### config.mk
export PLATFORM = sky130hd
export DESIGN_NAME = multicycle_alu
export DESIGN_NICKNAME = d
export VERILOG_FILES = /design/src/rtl/multicycle_alu.sv
export SDC_FILE = /design/constraint.sdc
export NUM_CORES = 1
export LEC_CHECK = 0
export CORE_ASPECT_RATIO = 0.7
export CORE_MARGIN = 3
export CORE_UTILIZATION = 55
export CTS_CLUSTER_SIZE = 12
export DETAILED_ROUTE_END_ITERATION = 16
export PLACE_DENSITY_LB_ADDON = 0.2
export REMOVE_ABC_BUFFERS = 1
export SYNTH_ARGS = -nofsm -noshare
export SYNTH_HDL_FRONTEND = slang
export SYNTH_SLANG_ARGS = --single-unit
### constraint.sdc
create_clock -name clk_i -period 6.9 [get_ports clk_i]
set_clock_uncertainty 0.05 [all_clocks]
set_input_delay 1.035 -clock clk_i [delete_from_list [all_inputs] [get_ports clk_i]]
set_output_delay 1.035 -clock clk_i [all_outputs]
set_load 0.02 [all_outputs]
### src/rtl/multicycle_alu.sv
// Multicycle ALU: single-cycle AND/OR/ADD/SUB and a shift-add multiplier
// that takes one iteration per clock.
// Optional macro ALU_MUL_EARLY_TERM_EN: the multiply finishes as soon as the
// remaining multiplier bits are all zero (never later than WIDTH cycles).
module multicycle_alu #(
  parameter int unsigned WIDTH = 32
) (
  input  logic             clk_i,
  input  logic             rst_i,
  input  logic             start_i,
  input  logic [2:0]       ALUCtrl_i,
  input  logic [WIDTH-1:0] data1_i,
  input  logic [WIDTH-1:0] data2_i,
  output logic             ready_o,
  output logic             valid_o,
  output logic [WIDTH-1:0] data_o,
  output logic             Zero_o
);

  localparam int unsigned CW = $clog2(WIDTH + 1);

  typedef enum logic {
    S_IDLE,
    S_MUL
  } state_e;

  typedef enum logic [2:0] {
    OP_AND = 3'd0,
    OP_OR  = 3'd1,
    OP_ADD = 3'd2,
    OP_SUB = 3'd3,
    OP_MUL = 3'd4
  } op_e;

  state_e           state;
  logic [WIDTH-1:0] acc;
  logic [WIDTH-1:0] mcand;
  logic [WIDTH-1:0] mplr;
  logic [CW-1:0]    cnt;

  logic [WIDTH-1:0] alu_res;
  logic [WIDTH-1:0] acc_next;
  logic [WIDTH-1:0] mplr_next;
  logic             mul_done;

  // Single-cycle result for every code except MUL; undefined codes give 0
  always_comb begin
    alu_res = '0;
    case (op_e'(ALUCtrl_i))
      OP_AND:  alu_res = data1_i & data2_i;
      OP_OR:   alu_res = data1_i | data2_i;
      OP_ADD:  alu_res = data1_i + data2_i;
      OP_SUB:  alu_res = data1_i - data2_i;
      default: alu_res = '0;
    endcase
  end

  // One shift-add iteration; cnt counts iterations already done, so the
  // WIDTH-th iteration is the one taken while cnt == WIDTH-1
  always_comb begin
    acc_next  = acc + (mplr[0] ? mcand : '0);
    mplr_next = mplr >> 1;
`ifdef ALU_MUL_EARLY_TERM_EN
    mul_done  = (mplr_next == '0) || (cnt == CW'(WIDTH - 1));
`else
    mul_done  = (cnt == CW'(WIDTH - 1));
`endif
  end

  // Control FSM with registered ready/valid/result outputs
  always_ff @(posedge clk_i) begin
    if (rst_i) begin
      state   <= S_IDLE;
      ready_o <= 1'b1;
      valid_o <= 1'b0;
      data_o  <= '0;
      Zero_o  <= 1'b1;
      acc     <= '0;
      mcand   <= '0;
      mplr    <= '0;
      cnt     <= '0;
    end else begin
      valid_o <= 1'b0;
      case (state)
        S_IDLE: begin
          if (start_i) begin
            if (op_e'(ALUCtrl_i) == OP_MUL) begin
              state   <= S_MUL;
              ready_o <= 1'b0;
              acc     <= '0;
              mcand   <= data1_i;
              mplr    <= data2_i;
              cnt     <= '0;
            end else begin
              data_o  <= alu_res;
              Zero_o  <= (alu_res == '0);
              valid_o <= 1'b1;
            end
          end
        end
        S_MUL: begin
          acc   <= acc_next;
          mcand <= mcand << 1;
          mplr  <= mplr_next;
          cnt   <= cnt + CW'(1);
          if (mul_done) begin
            state   <= S_IDLE;
            ready_o <= 1'b1;
            data_o  <= acc_next;
            Zero_o  <= (acc_next == '0);
            valid_o <= 1'b1;
          end
        end
        default: begin
          state   <= S_IDLE;
          ready_o <= 1'b1;
        end
      endcase
    end
  end

endmodule
-- Word level (Yosys, flattened, before mapping)
Index checks and enable logic that the tools add are counted.
W data, S select, Z words.
- bits in read-only memories: 0
- latch bits: 0
- memories: 0
- logic and storage cells: 65
- register bits: 138
- bits in writable memories: 0
- muxes and demuxes: 34
- multiply operators: 0
- shift operators: 0
- add/subtract/negate cells: 4
- div/mod/pow operators: 0
- reduce and logical (&&, ||, !) cells: 6
- bitwise gates (word level): 3
- equal/unequal tests: 9
- magnitude comparators: 0
- operators by type and width (operator ; number):
    $mux W32 ; 10
    $pmux W32 S2 ; 4
    $pmux W32 S4 ; 1
    $add A32 B32 Y32 ; 2
    $logic_not A32 Y1 ; 2
    $and A32 B32 Y32 ; 1
    $or A32 B32 Y32 ; 1
    $sub A32 B32 Y32 ; 1
    $mux W1 ; 12
    $mux W6 ; 2
    $pmux W6 S2 ; 1
    $pmux W1 S2 ; 4
    $add A6 B1 Y6 const B ; 1
    $eq A3 B2 Y1 const B ; 2
    $eq A6 B5 Y1 const B ; 1
    $ne A2 B2 Y1 const B ; 3
    $reduce_and A3 Y1 ; 2
    $eq A3 B1 Y1 const B ; 1
    $eq A3 B3 Y1 const B ; 1
    $logic_not A3 Y1 ; 1
    $ne A2 B1 Y1 const B ; 1
    $reduce_and A2 Y1 ; 1
    $not A1 Y1 ; 1

-- Logic depth before layout (Yosys ltp)
Gate-level depths: netlist of run 1.
- word-level depth: 6
- gate-level depth with buffers: 22
- depth with buffers taken out: 21

-- Worst setup path before layout of run 1
No wires, ideal clock.
- path type: input-to-reg
- from: input port ALUCtrl_i[0]
- to: register Zero_o
- arrival: 5701 ps
- slack: 1065 ps
- stages on the path: 21
- library setup time: 84 ps
- cell sequence: buf_4 -> clkbuf_1 -> clkbuf_1 -> clkbuf_1 -> and2_1 -> clkbuf_1 -> buf_1 -> nor2_1 -> xnor2_1 -> ha_1 -> nand2b_1 -> a21oi_1 -> o311a_1 -> o21a_1 -> or3_1 -> a32o_1 -> a2111o_1 -> or4_1 -> nor4_1 -> a21oi_1 -> o31ai_2
- longest elaborated chain between the ends: 6
- ends and longest elaborated chain (element ; RTL line ; RTL):
    start, declared ; 11 ; input logic [2:0] ALUCtrl_i,
    $eq A3 B2 Y1 (tied with other cells) ; 49 ; case (op_e'(ALUCtrl_i))
    $pmux W32 S4 ; 49 ;
    $logic_not A32 Y1 ; 96 ; Zero_o <= (alu_res == '0);
    $mux W1 ; 87 ; if (op_e'(ALUCtrl_i) == OP_MUL) begin
    $mux W1 ; 86 ; if (start_i) begin
    $pmux W1 S2 ; 84 ; case (state)
    end signal, assigned ; 96 ;
    end signal, assigned ; 110 ; Zero_o <= (acc_next == '0);
    end, declared ; 17 ; output logic Zero_o
Several ways; a longest one is shown, not always the timed one. The select of a mux whose other input is x is not followed.
A chain may end at the register's enable or synchronous reset.

-- Final worst setup path of run 1
- from: input port data2_i[2]
- to: register Zero_o
- longest elaborated chain between the ends: 6
- ends and longest elaborated chain (element ; RTL line ; RTL):
    start, declared ; 13 ; input logic [WIDTH-1:0] data2_i,
    $sub A32 B32 Y32 (tied with other cells) ; 53 ; OP_SUB: alu_res = data1_i - data2_i;
    $pmux W32 S4 (*) ; 49 ;
    $logic_not A32 Y1 (*) ; 96 ;
    $mux W1 (*) ; 87 ;
    $mux W1 (*) ; 86 ;
    $pmux W1 S2 (*) ; 84 ;
Mark *: on every way between the ends. The rest lies on a longest branch, timed or not. The select of a mux whose other input is x is not followed.

==> impl_metrics.sql, run 1 <==
INSERT INTO impl_metrics (metric_group, metric, value, unit) VALUES
('place', 'dp_worst_setup_slack', '711.8', 'ps'),
('cts', 'post_cts_hold_buffer_count', '0', ''),
('timing', 'post-route-period-util', '84.00', '%'),
('global_routing', 'number_of_global_route_vias_before_repair', '10310', ''),
('critical_path', 'cp_arrival', '6110', 'ps'),
('timing', 'max_clock_freq', '0.1725', 'GHz'),
('timing', 'worst_pin_slew', '1070', 'ps'),
('critical_path', 'critical_path_class', 'in -> reg', ''),
('global_routing', 'grt_first_pass_wirelength', '57.09', 'mm'),
('cts', 'total_clock_buffers_created_by_cts', '17', ''),
('synthesis', 'synth_cells', '1573', ''),
('critical_path', 'timing.rr.start', 'mplr[0]$_SDFFE_PP0P_', ''),
('hold_path', 'worst_hold_startpoint', 'data_o[21]$_SDFFE_PP0P_', ''),
('die', 'num_rows', '42', ''),
('outcome', 'result_of_the_run', 'finished clean', ''),
('hold_path', 'hp-class', 'reg -> reg', ''),
('power', 'peakVddDrop', '167.1', 'uV'),
('timing', 'final.min_clock_period', '5796', 'ps'),
('timing', 'fin_worst_hold_slack', '401.1', 'ps'),
('final_layout', 'antenna_cells_inserted', '0', ''),
('synthesis', 'synth_sequential_area_ratio', '25.01', '%'),
('synthesis', 'synthDominantCellAreaShare', '25.01', '%'),
('global_routing', 'top_usage_layer', 'met1', ''),
('timing', 'worst_slack', '1104', 'ps'),
('final_layout', 'core_occupancy_in_the_finished_layout', '66.23', '%'),
('global_routing', 'use_met2', '44.82', '%'),
('synthesis', 'asyncSetResetFlopFracSynth', '0', '%'),
('detailed_routing', 'viasPerCell', '6.227', ''),
('power', 'cellPowerDensity', '186.3', 'mW/mm^2'),
('detailed_routing', 'dr_total_vias', '11770', ''),
('timing', 'rsz0062_at_grt', 'no', ''),
('cts', 'worst_skew_pair.late_latency', '450', 'ps'),
('global_routing', 'global_route.usage.met3', '7.465', '%'),
('global_routing', 'grt_start_max_net_pins', '107', ''),
('critical_path', 'timing.critical_path.from', 'data2_i[2]', ''),
('die', 'chip_width', '175.4', 'um'),
('cts', 'ctsResizeCount', '0', ''),
('flow_run', 'drv.max_cap_violation_count', '0', ''),
('global_routing', 'grt_antenna_before_repair', '1', ''),
('synthesis', 'post_synth_main_area_contributors', 'dfxtp_1 25%, a21oi_1 12%, nand2_1 9.0%', ''),
('cts', 'htreeDepth', '4', ''),
('die', 'num_io_pins', '105', ''),
('detailed_routing', 'drt_wl_total', '36.30', 'mm'),
('detailed_routing', 'route.antenna.remaining_nets', '0', ''),
('final_layout', 'drive_above_1_share', '5.166', '%'),
('final_layout', 'area_growth', '15.64', '%'),
('die', 'die_area', '0.02185', 'mm^2'),
('die', 'start_util', '57.27', '%'),
('synthesis', 'synthXorXnorAreaFrac', '6.026', '%'),
('detailed_routing', 'drc', '0', ''),
('final_layout', 'design.final.nets', '1751', ''),
('synthesis', 'dominant_combinational_cell_family_by_area_after_synthesis', 'compound AO/OA/AOI/OAI gates', ''),
('cts', 'tritoncts', 'done', ''),
('die', 'fp.dieH', '124.6', 'um'),
('detailed_routing', 'drt-wirelength-per-cell', '19.20', 'um'),
('synthesis', 'synth_ff_type', 'dfxtp_1', ''),
('place', 'post-dp-hpwl', '27.34', 'mm'),
('detailed_routing', 'detailedRoute.firstPassIterationCount', '5', ''),
('die', 'core-area', '0.01929', 'mm^2'),
('global_routing', 'globalRouteMet1Util', '50.95', '%'),
('timing', 'setup_violations', '0', ''),
('synthesis', 'cell_type_contributing_the_most_total_cell_area_after_synthesis', 'dfxtp_1', ''),
('place', 'place.gp.congestion', '0.9726', ''),
('global_routing', 'globalRoute.totalOverflow', '0', ''),
('synthesis', 'cell_area_after_synthesis', '0.01105', 'mm^2'),
('cts', 'post_cts_buffers', '0', ''),
('detailed_routing', 'count_of_routing_violations_after_the_opening_detailed_route_iteration', '1735', ''),
('timing', 'maxSlewViolCount', '0', ''),
('cts', 'path_clk_slew', '70', 'ps'),
('synthesis', 'ys_types', '76', ''),
('timing', 'hold_violations', '0', '');
layout make-up:
class,count,area (um^2),share of cell area (%)
timing repair buffer,124,1189,9.306
clock inverter,14,143.9,1.126
inverter,24,90.09,0.7053
clock buffer,18,450.4,3.526
sequential,138,2766,21.66
multi-input combinational,1308,7804,61.09
tap,264,330.3,2.586
report_power, final:
part	total (mW)	internal (mW)	switching, mW	leakage, nW
Combinational	0.603	0.235	0.368	3.44
Clock	0.939	0.503	0.436	0.295
Sequential	0.837	0.821	0.0166	1.12
Total	2.38	1.56	0.821	4.85
cells by family after synthesis:
| family | count (synthesis) |
|---|---|
| buffers and inverters | 127 |
| muxes | 8 |
| and+or+nand+nor | 622 |
| AOI/OAI and AO/OA | 512 |
| xor gates and xnor gates | 76 |
| adders and majority gates | 90 |
| DFF | 138 |
synthesized netlist by cell type (9+ instances only):
| cell | number |
|---|---|
| maj3_1 | 22 |
| inv_1 | 21 |
| or2_2 | 10 |
| nand3_1 | 16 |
| nor2_1 | 157 |
| ha_1 | 66 |
| nor3_1 | 30 |
| o21ai_0 | 62 |
| and3_1 | 10 |
| or4_1 | 13 |
| dfxtp_1 | 138 |
| a311oi_1 | 9 |
| clkbuf_1 | 86 |
| buf_1 | 10 |
| o21bai_1 | 9 |
| xor2_1 | 28 |
| and2_1 | 43 |
| o211ai_1 | 23 |
| nand4_1 | 16 |
| xnor2_1 | 48 |
| or3_1 | 11 |
| a21oi_1 | 274 |
| a21o_1 | 18 |
| a211oi_1 | 12 |
| o21a_1 | 15 |
| nand2b_1 | 11 |
| nand2_1 | 265 |
path summary, 6_finish.rpt:
kind / slack [ps] / depth (start not counted) / endpoint
worst max-delay path: 1100 / 18 / Zero_o$_SDFFE_PP1P_
worst min-delay path: 400 / 2 / data_o[21]$_SDFFE_PP0P_
worst max register to register: 1310 / 14 / Zero_o$_SDFFE_PP1P_
worst min register to register: 400 / 2 / data_o[21]$_SDFFE_PP0P_
registers in the layout, indices dropped and copies added (netlist names):
signal,flops
ready_o,1
valid_o,1
data_o,32
mcand,32
cnt,6
Zero_o,1
mplr,32
acc,32
state,1
cells in the final DEF (no fill, tap or decap), types with 28 or more instances in the layout:
master,n
ha_1,66
dfxtp_1,137
clkdlybuf4s50_1,103
xor2_1,28
nor2_1,156
xnor2_1,48
nand2_1,264
o21ai_0,62
a21oi_1,274
nor3_1,30
and2_1,42
per-layer routing:
| layer | wire length, um | vias to the layer above |
|---|---|---|
| met5 | 13 | - |
| met4 | 314 | 2 |
| met3 | 4224 | 30 |
| met2 | 14540 | 633 |
| met1 | 17200 | 5406 |
| li1 | - | 5698 |
critical path, stage by stage:
cell and delay, ps:
clkdlybuf4s50_1 550, or4_1 600, nor4_1 270, buf_4 190
a21oi_1 80, xnor2_1 140, ha_1 450, a21oi_1 170
o21ai_0 350, a41oi_1 250, a32o_1 330, a21o_1 200
a211oi_1 330, nand4_1 130, or4_1 540, nor4_1 270
a21oi_1 130, o31ai_2 70
through the flow:
step                      cells  cell area (um^2)  total power [mW]
after global routing       1890             12770             2.472
after global placement     1858             12180             1.438
final                      1890             12770             2.379
after floorplan            1470             10650             1.204
after CTS                  1890             12770             2.368
after detailed placement   1858             12180             1.440
(Power assumes the default switching activity.)
==> inputs of run 2 (changes only) <==
CORE_UTILIZATION = 53   (was 55)
clock period = 4.8 ns   (was 6.9 ns; I/O delays follow)
==> run 2 against run 1 <==
The run now ends with negative setup slack left. First-iteration DRC count down 11%. Setup slack lost 1600 ps. Cell area grew 16%. Wire length up 8.7%. Clock power up 43%. Global-route usage increased by 1.7 points. Critical path depth shrank 2. Non-clock buffer count is 237 higher. Via count up 8.5%. Core utilization rose by 7.4 points. Worst hold slack barely moved. Critical endpoint unchanged. Largest power group unchanged.
==> impl_metrics.sql, run 2 (synthesis gave the netlist of run 1 again) <==
INSERT INTO impl_metrics (metric_group, metric, value, unit) VALUES
('outcome', 'result_of_the_run', 'complete, but fails checks', ''),
('cts', 'cts_buffer_depth', '2', ''),
('power', 'pwr-share-clk', '36.6', '%'),
('final_layout', 'core_occupancy_in_the_finished_layout', '73.62', '%'),
('timing', 'final.min_clock_period', '5259', 'ps'),
('place', 'place.gp.congestion', '1.008', ''),
('power', 'netSwitchingPower', '1.224', 'mW'),
('critical_path', 'critPathRequiredTime', '5110', 'ps'),
('detailed_routing', 'route.antenna.remaining_nets', '0', ''),
('critical_path', 'critical_path.max_fanout', '8', ''),
('die', 'num_rows', '43', ''),
('hold_path', 'hold_depth', '2', ''),
('timing', 'maxSlewViolCount', '0', ''),
('detailed_routing', 'drc', '0', ''),
('power', 'sequential_power_share', '32.9', '%'),
('final_layout', 'antenna_cells_inserted', '0', ''),
('cts', 'cts_root_buf', 'clkbuf_16', ''),
('final_layout', 'mostFrequentLayoutCells', '269 x a21oi_1, 263 x nand2_1, 254 x buf_4', ''),
('global_routing', 'globalRoute.totalOverflow', '0', ''),
('critical_path', 'rr_worst_depth', '16', ''),
('timing', 'post-route-period-util', '109.6', '%'),
('power', 'peakVddDrop', '245.5', 'uV'),
('global_routing', 'total_routing_usage_gr', '34.10', '%'),
('critical_path', 'crit_path_end_kind', 'flip-flop', ''),
('power', 'cellInternalPower', '2.433', 'mW'),
('critical_path', 'cp_arrival', '5560', 'ps'),
('timing', 'worst_pin_slew', '1026', 'ps'),
('final_layout', 'layout.cells.most_common', 'a21oi_1', ''),
('global_routing', 'number_of_global_route_vias_before_repair', '11600', ''),
('critical_path', 'cp_cell_sequence', 'buf_4 -> buf_12 -> and2_1 -> ha_1 -> a2111oi_1 -> o21ai_1 -> buf_4 -> and3b_1 -> nand2b_1 -> xor2_1 -> or4_4 -> or4_4 -> or4b_4 -> or4_4 -> or4b_4 -> o31ai_2', ''),
('flow_run', 'drv.max_cap_violation_count', '0', ''),
('place', 'post-dp-hpwl', '29.83', 'mm'),
('cts', 'htreeDepth', '4', ''),
('power', 'power.share.combinational', '30.5', '%'),
('critical_path', 'critical_path_buf_inv_count', '3', ''),
('cts', 'total_clock_buffers_created_by_cts', '17', ''),
('global_routing', 'grt_first_pass_wirelength', '61.56', 'mm'),
('final_layout', 'design.final.nets', '1988', ''),
('timing', 'relSlewSlack', '31.55', '%'),
('power', 'static_leakage', '6.150', 'nW'),
('cts', 'clock-sinks', '138', ''),
('final_layout', 'drive_above_1_share', '19.27', '%'),
('cts', 'tritoncts', 'done', ''),
('cts', 'worst_skew_pair.late_latency', '440', 'ps'),
('place', 'dpl-instance-area', '0.01395', 'mm^2'),
('outcome', 'violations', 'negative setup slack', ''),
('detailed_routing', 'viasPerCell', '5.987', ''),
('detailed_routing', 'count_of_routing_violations_after_the_opening_detailed_route_iteration', '1537', ''),
('global_routing', 'grt_start_max_net_pins', '75', ''),
('timing', 'totalNegativeSetupSlack', '-459.5', 'ps'),
('die', 'chip_width', '178.5', 'um'),
('timing', 'max_clock_freq', '0.1901', 'GHz'),
('detailed_routing', 'drt-wirelength-per-cell', '18.49', 'um'),
('cts', 'path_clk_slew', '70', 'ps'),
('critical_path', 'family_with_the_most_delay_on_the_worst_path', 'simple AND/OR/NAND/NOR gates', ''),
('timing', 'worst_slack', '-459.5', 'ps'),
('power', 'power_switching_share', '33.47', '%'),
('global_routing', 'grt_antenna_before_repair', '0', ''),
('final_layout', 'design_area', '0.01481', 'mm^2'),
('timing', 'rsz0062_at_grt', 'yes', ''),
('detailed_routing', 'drt_wl_total', '39.44', 'mm'),
('critical_path', 'worst_setup_path_start_kind', 'flip-flop', ''),
('detailed_routing', 'detailedRoute.firstPassIterationCount', '5', ''),
('final_layout', 'area_growth', '34.11', '%'),
('die', 'fp.dieH', '126.8', 'um'),
('place', 'port_buffer_cells', '104', ''),
('detailed_routing', 'dr_total_vias', '12770', ''),
('power', 'cellPowerDensity', '246.9', 'mW/mm^2'),
('timing', 'setup_violations', '1', ''),
('timing', 'hold_violations', '0', ''),
('hold_path', 'hp-class', 'reg -> reg', ''),
('critical_path', 'worst_path_max_delay_cell', 'or4_4', ''),
('critical_path', 'critical_path_class', 'reg -> reg', ''),
('power', 'finalPower', '3.657', 'mW'),
('critical_path', 'stages_on_worst_setup_path', '16', ''),
('die', 'num_io_pins', '105', ''),
('die', 'die_area', '0.02264', 'mm^2'),
('critical_path', 'slowest_delay', '550', 'ps'),
('place', 'dp_worst_setup_slack', '-695.8', 'ps'),
('die', 'core-area', '0.02012', 'mm^2'),
('critical_path', 'timing.critical_path.mode_cell', 'or4_4', ''),
('die', 'start_util', '54.89', '%');
[run 2: cell types whose count changed in the layout (fill, tap and decap cells not counted), moves of 7 or more]
cell	before	now
buf_4	21	254
clkdlybuf4s50_1	103	96
dlymetal6s2s_1	0	7
o21ai_0	62	54
o21ai_1	4	11
[run 2: path summary, 6_finish.rpt]
| kind | start | endpoint | slack (ps) |
|---|---|---|---|
| worst max-delay path | mplr[0]$_SDFFE_PP0P_ | Zero_o$_SDFFE_PP1P_ | -460 |
| worst min-delay path | data_o[22]$_SDFFE_PP0P_ | data_o[22]$_SDFFE_PP0P_ | 400 |
| worst max register to register | mplr[0]$_SDFFE_PP0P_ | Zero_o$_SDFFE_PP1P_ | -460 |
| worst min register to register | data_o[22]$_SDFFE_PP0P_ | data_o[22]$_SDFFE_PP0P_ | 400 |
[run 2: repair_timing]
action                     4_1_cts  5_1_grt
hold buffers                     0        0
pin swaps                        4       19
setup buffers                    0        4
gates resized for setup         10       56
setup endpoints to repair        5       11
[run 2: layer usage]
layer	vias up	global-route usage [%]	routed length [um]
met2	640	48.74	16200
met1	5914	50.88	18350
met3	47	8.917	4297
met4	0	7.784	591
met5	-	0	0
li1	6170	-	-
[run 2: cell type report]
cell class	instances	area [um^2]
clock buffers	19	464.2
clock inverters	13	121.4
fillers	1657	5309
inverters	24	90.09
multi-input cells	1308	8019
flip-flops and latches	138	2768
well taps	270	337.8
repair buffers	361	3013
[run 2: worst min-delay path, cell delays in order, from the launching register on]
cell and delay [ps]:
dfxtp_1 310, nand2_1 50, a21oi_1 50
[run 2: power groups by stage]
stage	combinational (mW)	clock (mW)	sequential, mW
after floorplan	0.472	0	1.26
after global placement	1.05	0	1.23
after detailed placement	1.06	0	1.23
after CTS	1.07	1.35	1.20
after global routing	1.20	1.40	1.21
final	1.12	1.34	1.20
[run 2: per-stage QoR]
step	std cells	hold slack [ps]
floorplan	1470	380.1
detailed placement	2097	393.8
CTS	2129	403.8
global placement	2097	387.5
finish	2133	401.3
global route	2133	421.9
==> inputs of run 3 (changes only) <==
CORE_MARGIN = 1   (was 3)
SETUP_SLACK_MARGIN = 0.5   (was not set)
==> run 3 against run 2 <==
The run still ends with negative setup slack left. Sequential share of layout area down 0.84 points. Count of clock-buffer cells in the layout unchanged. Via count grew 2.8%. Global-route usage is 3.0 points higher. Setup slack improved by 110 ps. Cell area up 4.7%. Final cell count grew 0.94%.
==> impl_metrics.sql, run 3 (synthesis gave the netlist of run 1 again) <==
INSERT INTO impl_metrics (metric_group, metric, value, unit) VALUES
('hold_path', 'worst_hold_startpoint', 'data_o[15]$_SDFFE_PP0P_', ''),
('die', 'num_io_pins', '105', ''),
('global_routing', 'total_routing_usage_gr', '37.06', '%'),
('hold_path', 'hold_depth', '2', ''),
('final_layout', 'area_used_by_multi_input_combinational_logic', '0.008494', 'mm^2'),
('cts', 'total_clock_buffers_created_by_cts', '17', ''),
('timing', 'worst_pin_slew', '910.0', 'ps'),
('detailed_routing', 'drt_wl_total', '41.29', 'mm'),
('critical_path', 'timing.critical_path.mode_cell', 'buf_4', ''),
('hold_path', 'hp-class', 'reg -> reg', ''),
('final_layout', 'register_area', '0.002768', 'mm^2'),
('power', 'cellPowerDensity', '243.2', 'mW/mm^2'),
('hold_path', 'min_to', 'data_o[15]$_SDFFE_PP0P_', ''),
('critical_path', 'critical_path_buf_inv_count', '3', ''),
('final_layout', 'design.final.nets', '2009', ''),
('global_routing', 'grt_first_pass_wirelength', '62.38', 'mm'),
('outcome', 'result_of_the_run', 'complete, but fails checks', ''),
('timing', 'setup_violations', '1', ''),
('cts', 'worst_skew_pair.late_latency', '440', 'ps'),
('global_routing', 'number_of_global_route_vias_before_repair', '11700', ''),
('final_layout', 'antenna_cells_inserted', '0', ''),
('power', 'pwr-share-clk', '33.8', '%'),
('critical_path', 'cp_arrival', '5450', 'ps'),
('power', 'sequential_power_share', '31.9', '%'),
('die', 'core-area', '0.02012', 'mm^2'),
('detailed_routing', 'count_of_routing_violations_after_the_opening_detailed_route_iteration', '1755', ''),
('place', 'place.gp.congestion', '0.9831', ''),
('die', 'start_util', '54.89', '%'),
('timing', 'hold_violations', '0', ''),
('die', 'num_rows', '43', ''),
('die', 'die_area', '0.02143', 'mm^2'),
('global_routing', 'use_met2', '53.69', '%'),
('timing', 'rsz0062_at_grt', 'yes', ''),
('final_layout', 'drive_above_1_share', '24.38', '%'),
('critical_path', 'worst_setup_path_start_kind', 'flip-flop', ''),
('global_routing', 'global_route.usage.met3', '8.829', '%'),
('detailed_routing', 'drt-wirelength-per-cell', '19.18', 'um'),
('timing', 'worst_slack', '-347.7', 'ps'),
('cts', 'cts_buffer_depth', '2', ''),
('power', 'power_switching_share', '34.06', '%'),
('place', 'dpl.cell_count', '2086', ''),
('power', 'netSwitchingPower', '1.285', 'mW'),
('final_layout', 'layout.filler_cells', '1468', ''),
('critical_path', 'rrSetupSlack', '-350', 'ps'),
('cts', 'tritoncts', 'done', ''),
('critical_path', 'critical_path.max_fanout', '10', ''),
('power', 'static_leakage', '6.295', 'nW'),
('die', 'fp.dieH', '122.8', 'um'),
('critical_path', 'cp_cell_sequence', 'buf_4 -> and2_1 -> ha_1 -> buf_4 -> a2111oi_1 -> nor3_1 -> buf_4 -> and3b_1 -> nand2b_1 -> xor2_1 -> or4_1 -> or4_4 -> or4b_1 -> or4_1 -> or4b_4 -> o31ai_2', ''),
('final_layout', 'layout.cells.non_filler', '2153', ''),
('detailed_routing', 'dr_total_vias', '13130', ''),
('global_routing', 'globalRouteMet1Util', '53.74', '%'),
('critical_path', 'critPathRequiredTime', '5110', 'ps'),
('timing', 'max_clock_freq', '0.1943', 'GHz'),
('critical_path', 'family_with_the_most_delay_on_the_worst_path', 'simple AND/OR/NAND/NOR gates', ''),
('power', 'finalPower', '3.772', 'mW'),
('global_routing', 'grt_start_max_net_pins', '79', ''),
('critical_path', 'rr_worst_depth', '16', ''),
('cts', 'htreeDepth', '4', ''),
('critical_path', 'critical_path_class', 'reg -> reg', ''),
('timing', 'relSlewSlack', '39.34', '%'),
('critical_path', 'worst_path_max_delay_cell', 'or4_1', ''),
('place', 'post-dp-hpwl', '29.61', 'mm'),
('detailed_routing', 'drc', '0', ''),
('power', 'cellInternalPower', '2.487', 'mW'),
('flow_run', 'drv.max_cap_violation_count', '0', ''),
('global_routing', 'globalRoute.totalOverflow', '0', ''),
('global_routing', 'grt_antenna_before_repair', '1', ''),
('critical_path', 'crit_path_end_kind', 'flip-flop', ''),
('final_layout', 'mostFrequentLayoutCells', '259 x nand2_1, 254 x a21oi_1, 250 x buf_4', ''),
('timing', 'post-route-period-util', '107.2', '%'),
('outcome', 'violations', 'negative setup slack', ''),
('global_routing', 'top_usage_layer', 'met1', ''),
('power', 'peakVddDrop', '343.1', 'uV'),
('cts', 'cts_root_buf', 'clkbuf_16', ''),
('critical_path', 'r2r-end', 'Zero_o$_SDFFE_PP1P_', ''),
('detailed_routing', 'viasPerCell', '6.098', ''),
('cts', 'path_clk_slew', '70', 'ps'),
('cts', 'post_cts_hold_buffer_count', '0', ''),
('detailed_routing', 'route.antenna.remaining_nets', '0', ''),
('timing', 'maxSlewViolCount', '0', ''),
('final_layout', 'layout.cells.most_common', 'nand2_1', ''),
('cts', 'clock-sinks', '138', ''),
('detailed_routing', 'detailedRoute.firstPassIterationCount', '7', ''),
('critical_path', 'timing.rr.start', 'mplr[0]$_SDFFE_PP0P_', ''),
('final_layout', 'area_growth', '40.38', '%'),
('die', 'chip_width', '174.5', 'um'),
('timing', 'final.min_clock_period', '5148', 'ps'),
('critical_path', 'slowest_delay', '550', 'ps'),
('place', 'port_buffer_cells', '104', ''),
('power', 'power.share.combinational', '34.3', '%');
==> run 3: final cells by class <==
cell class              count  share of cell area (%)
clock inverters            12                  0.6697
clock buffers              19                   2.921
well taps                 270                   2.179
multi-input cells        1308                   54.78
inverters                  24                  0.5810
repair buffers            382                   21.02
flip-flops and latches    138                   17.85
==> run 3: metrics by stage <==
stage               hold slack (ps)  utilization, %  setup TNS [ps]  setup slack [ps]  cell area, um^2
floorplan                     380.1               -          -23500             -2556            10650
global placement              387.1           68.91           -4912            -725.1            13870
detailed placement            393.8           68.91           -5833            -854.0            13870
CTS                           403.2           73.95          -404.3            -404.3            14880
global route                  417.2           77.06          -455.1            -455.1            15510
finish                        402.8           77.06          -347.7            -347.7            15510
==> run 3: tightest hold or removal path, delay by kind of cell (launching register included) <==
| kind | cells | cell delay [ps] |
|---|---|---|
| AO/OA/AOI/OAI | 1 | 50 |
| AND/OR/NAND/NOR | 1 | 50 |
| flip-flops | 1 | 310 |
==> run 3: how the worst max path moves through the flow <==
stage,startpoint,to,slack (ps),cells after the start
finish,mplr[0]$_SDFFE_PP0P_,Zero_o$_SDFFE_PP1P_,-350,16
global route,mplr[0]$_SDFFE_PP0P_,Zero_o$_SDFFE_PP1P_,-460,14
CTS,mplr[0]$_SDFFE_PP0P_,Zero_o$_SDFFE_PP1P_,-400,14
detailed placement,data2_i[4],Zero_o$_SDFFE_PP1P_,-850,19
global placement,data2_i[4],Zero_o$_SDFFE_PP1P_,-730,19
floorplan,state$_SDFF_PP0_,Zero_o$_SDFFE_PP1P_,-2560,11
==> run 3: metal layers <==
layer  vias up  share of wire [%]
met2       752                 42
met4         0                2.8
met1      6061                 44
met5         -                  0
met3       111                 11
li1       6205                  -
==> run 3: repair_timing <==
action                     CTS  global route
cloned                       1             0
setup endpoints to repair   18            17
buffers inserted            20            15
resized for setup          109           121
pin swaps                   45            79
==> run 3: power groups by stage <==
stage	clock (mW)	sequential [mW]	combinational (mW)
6_report	1.28	1.20	1.29
3_5_place_dp	0	1.23	1.04
5_1_grt	1.33	1.21	1.36
2_1_floorplan	0	1.26	0.472
3_3_place_gp	0	1.23	1.03
4_1_cts	1.28	1.20	1.12
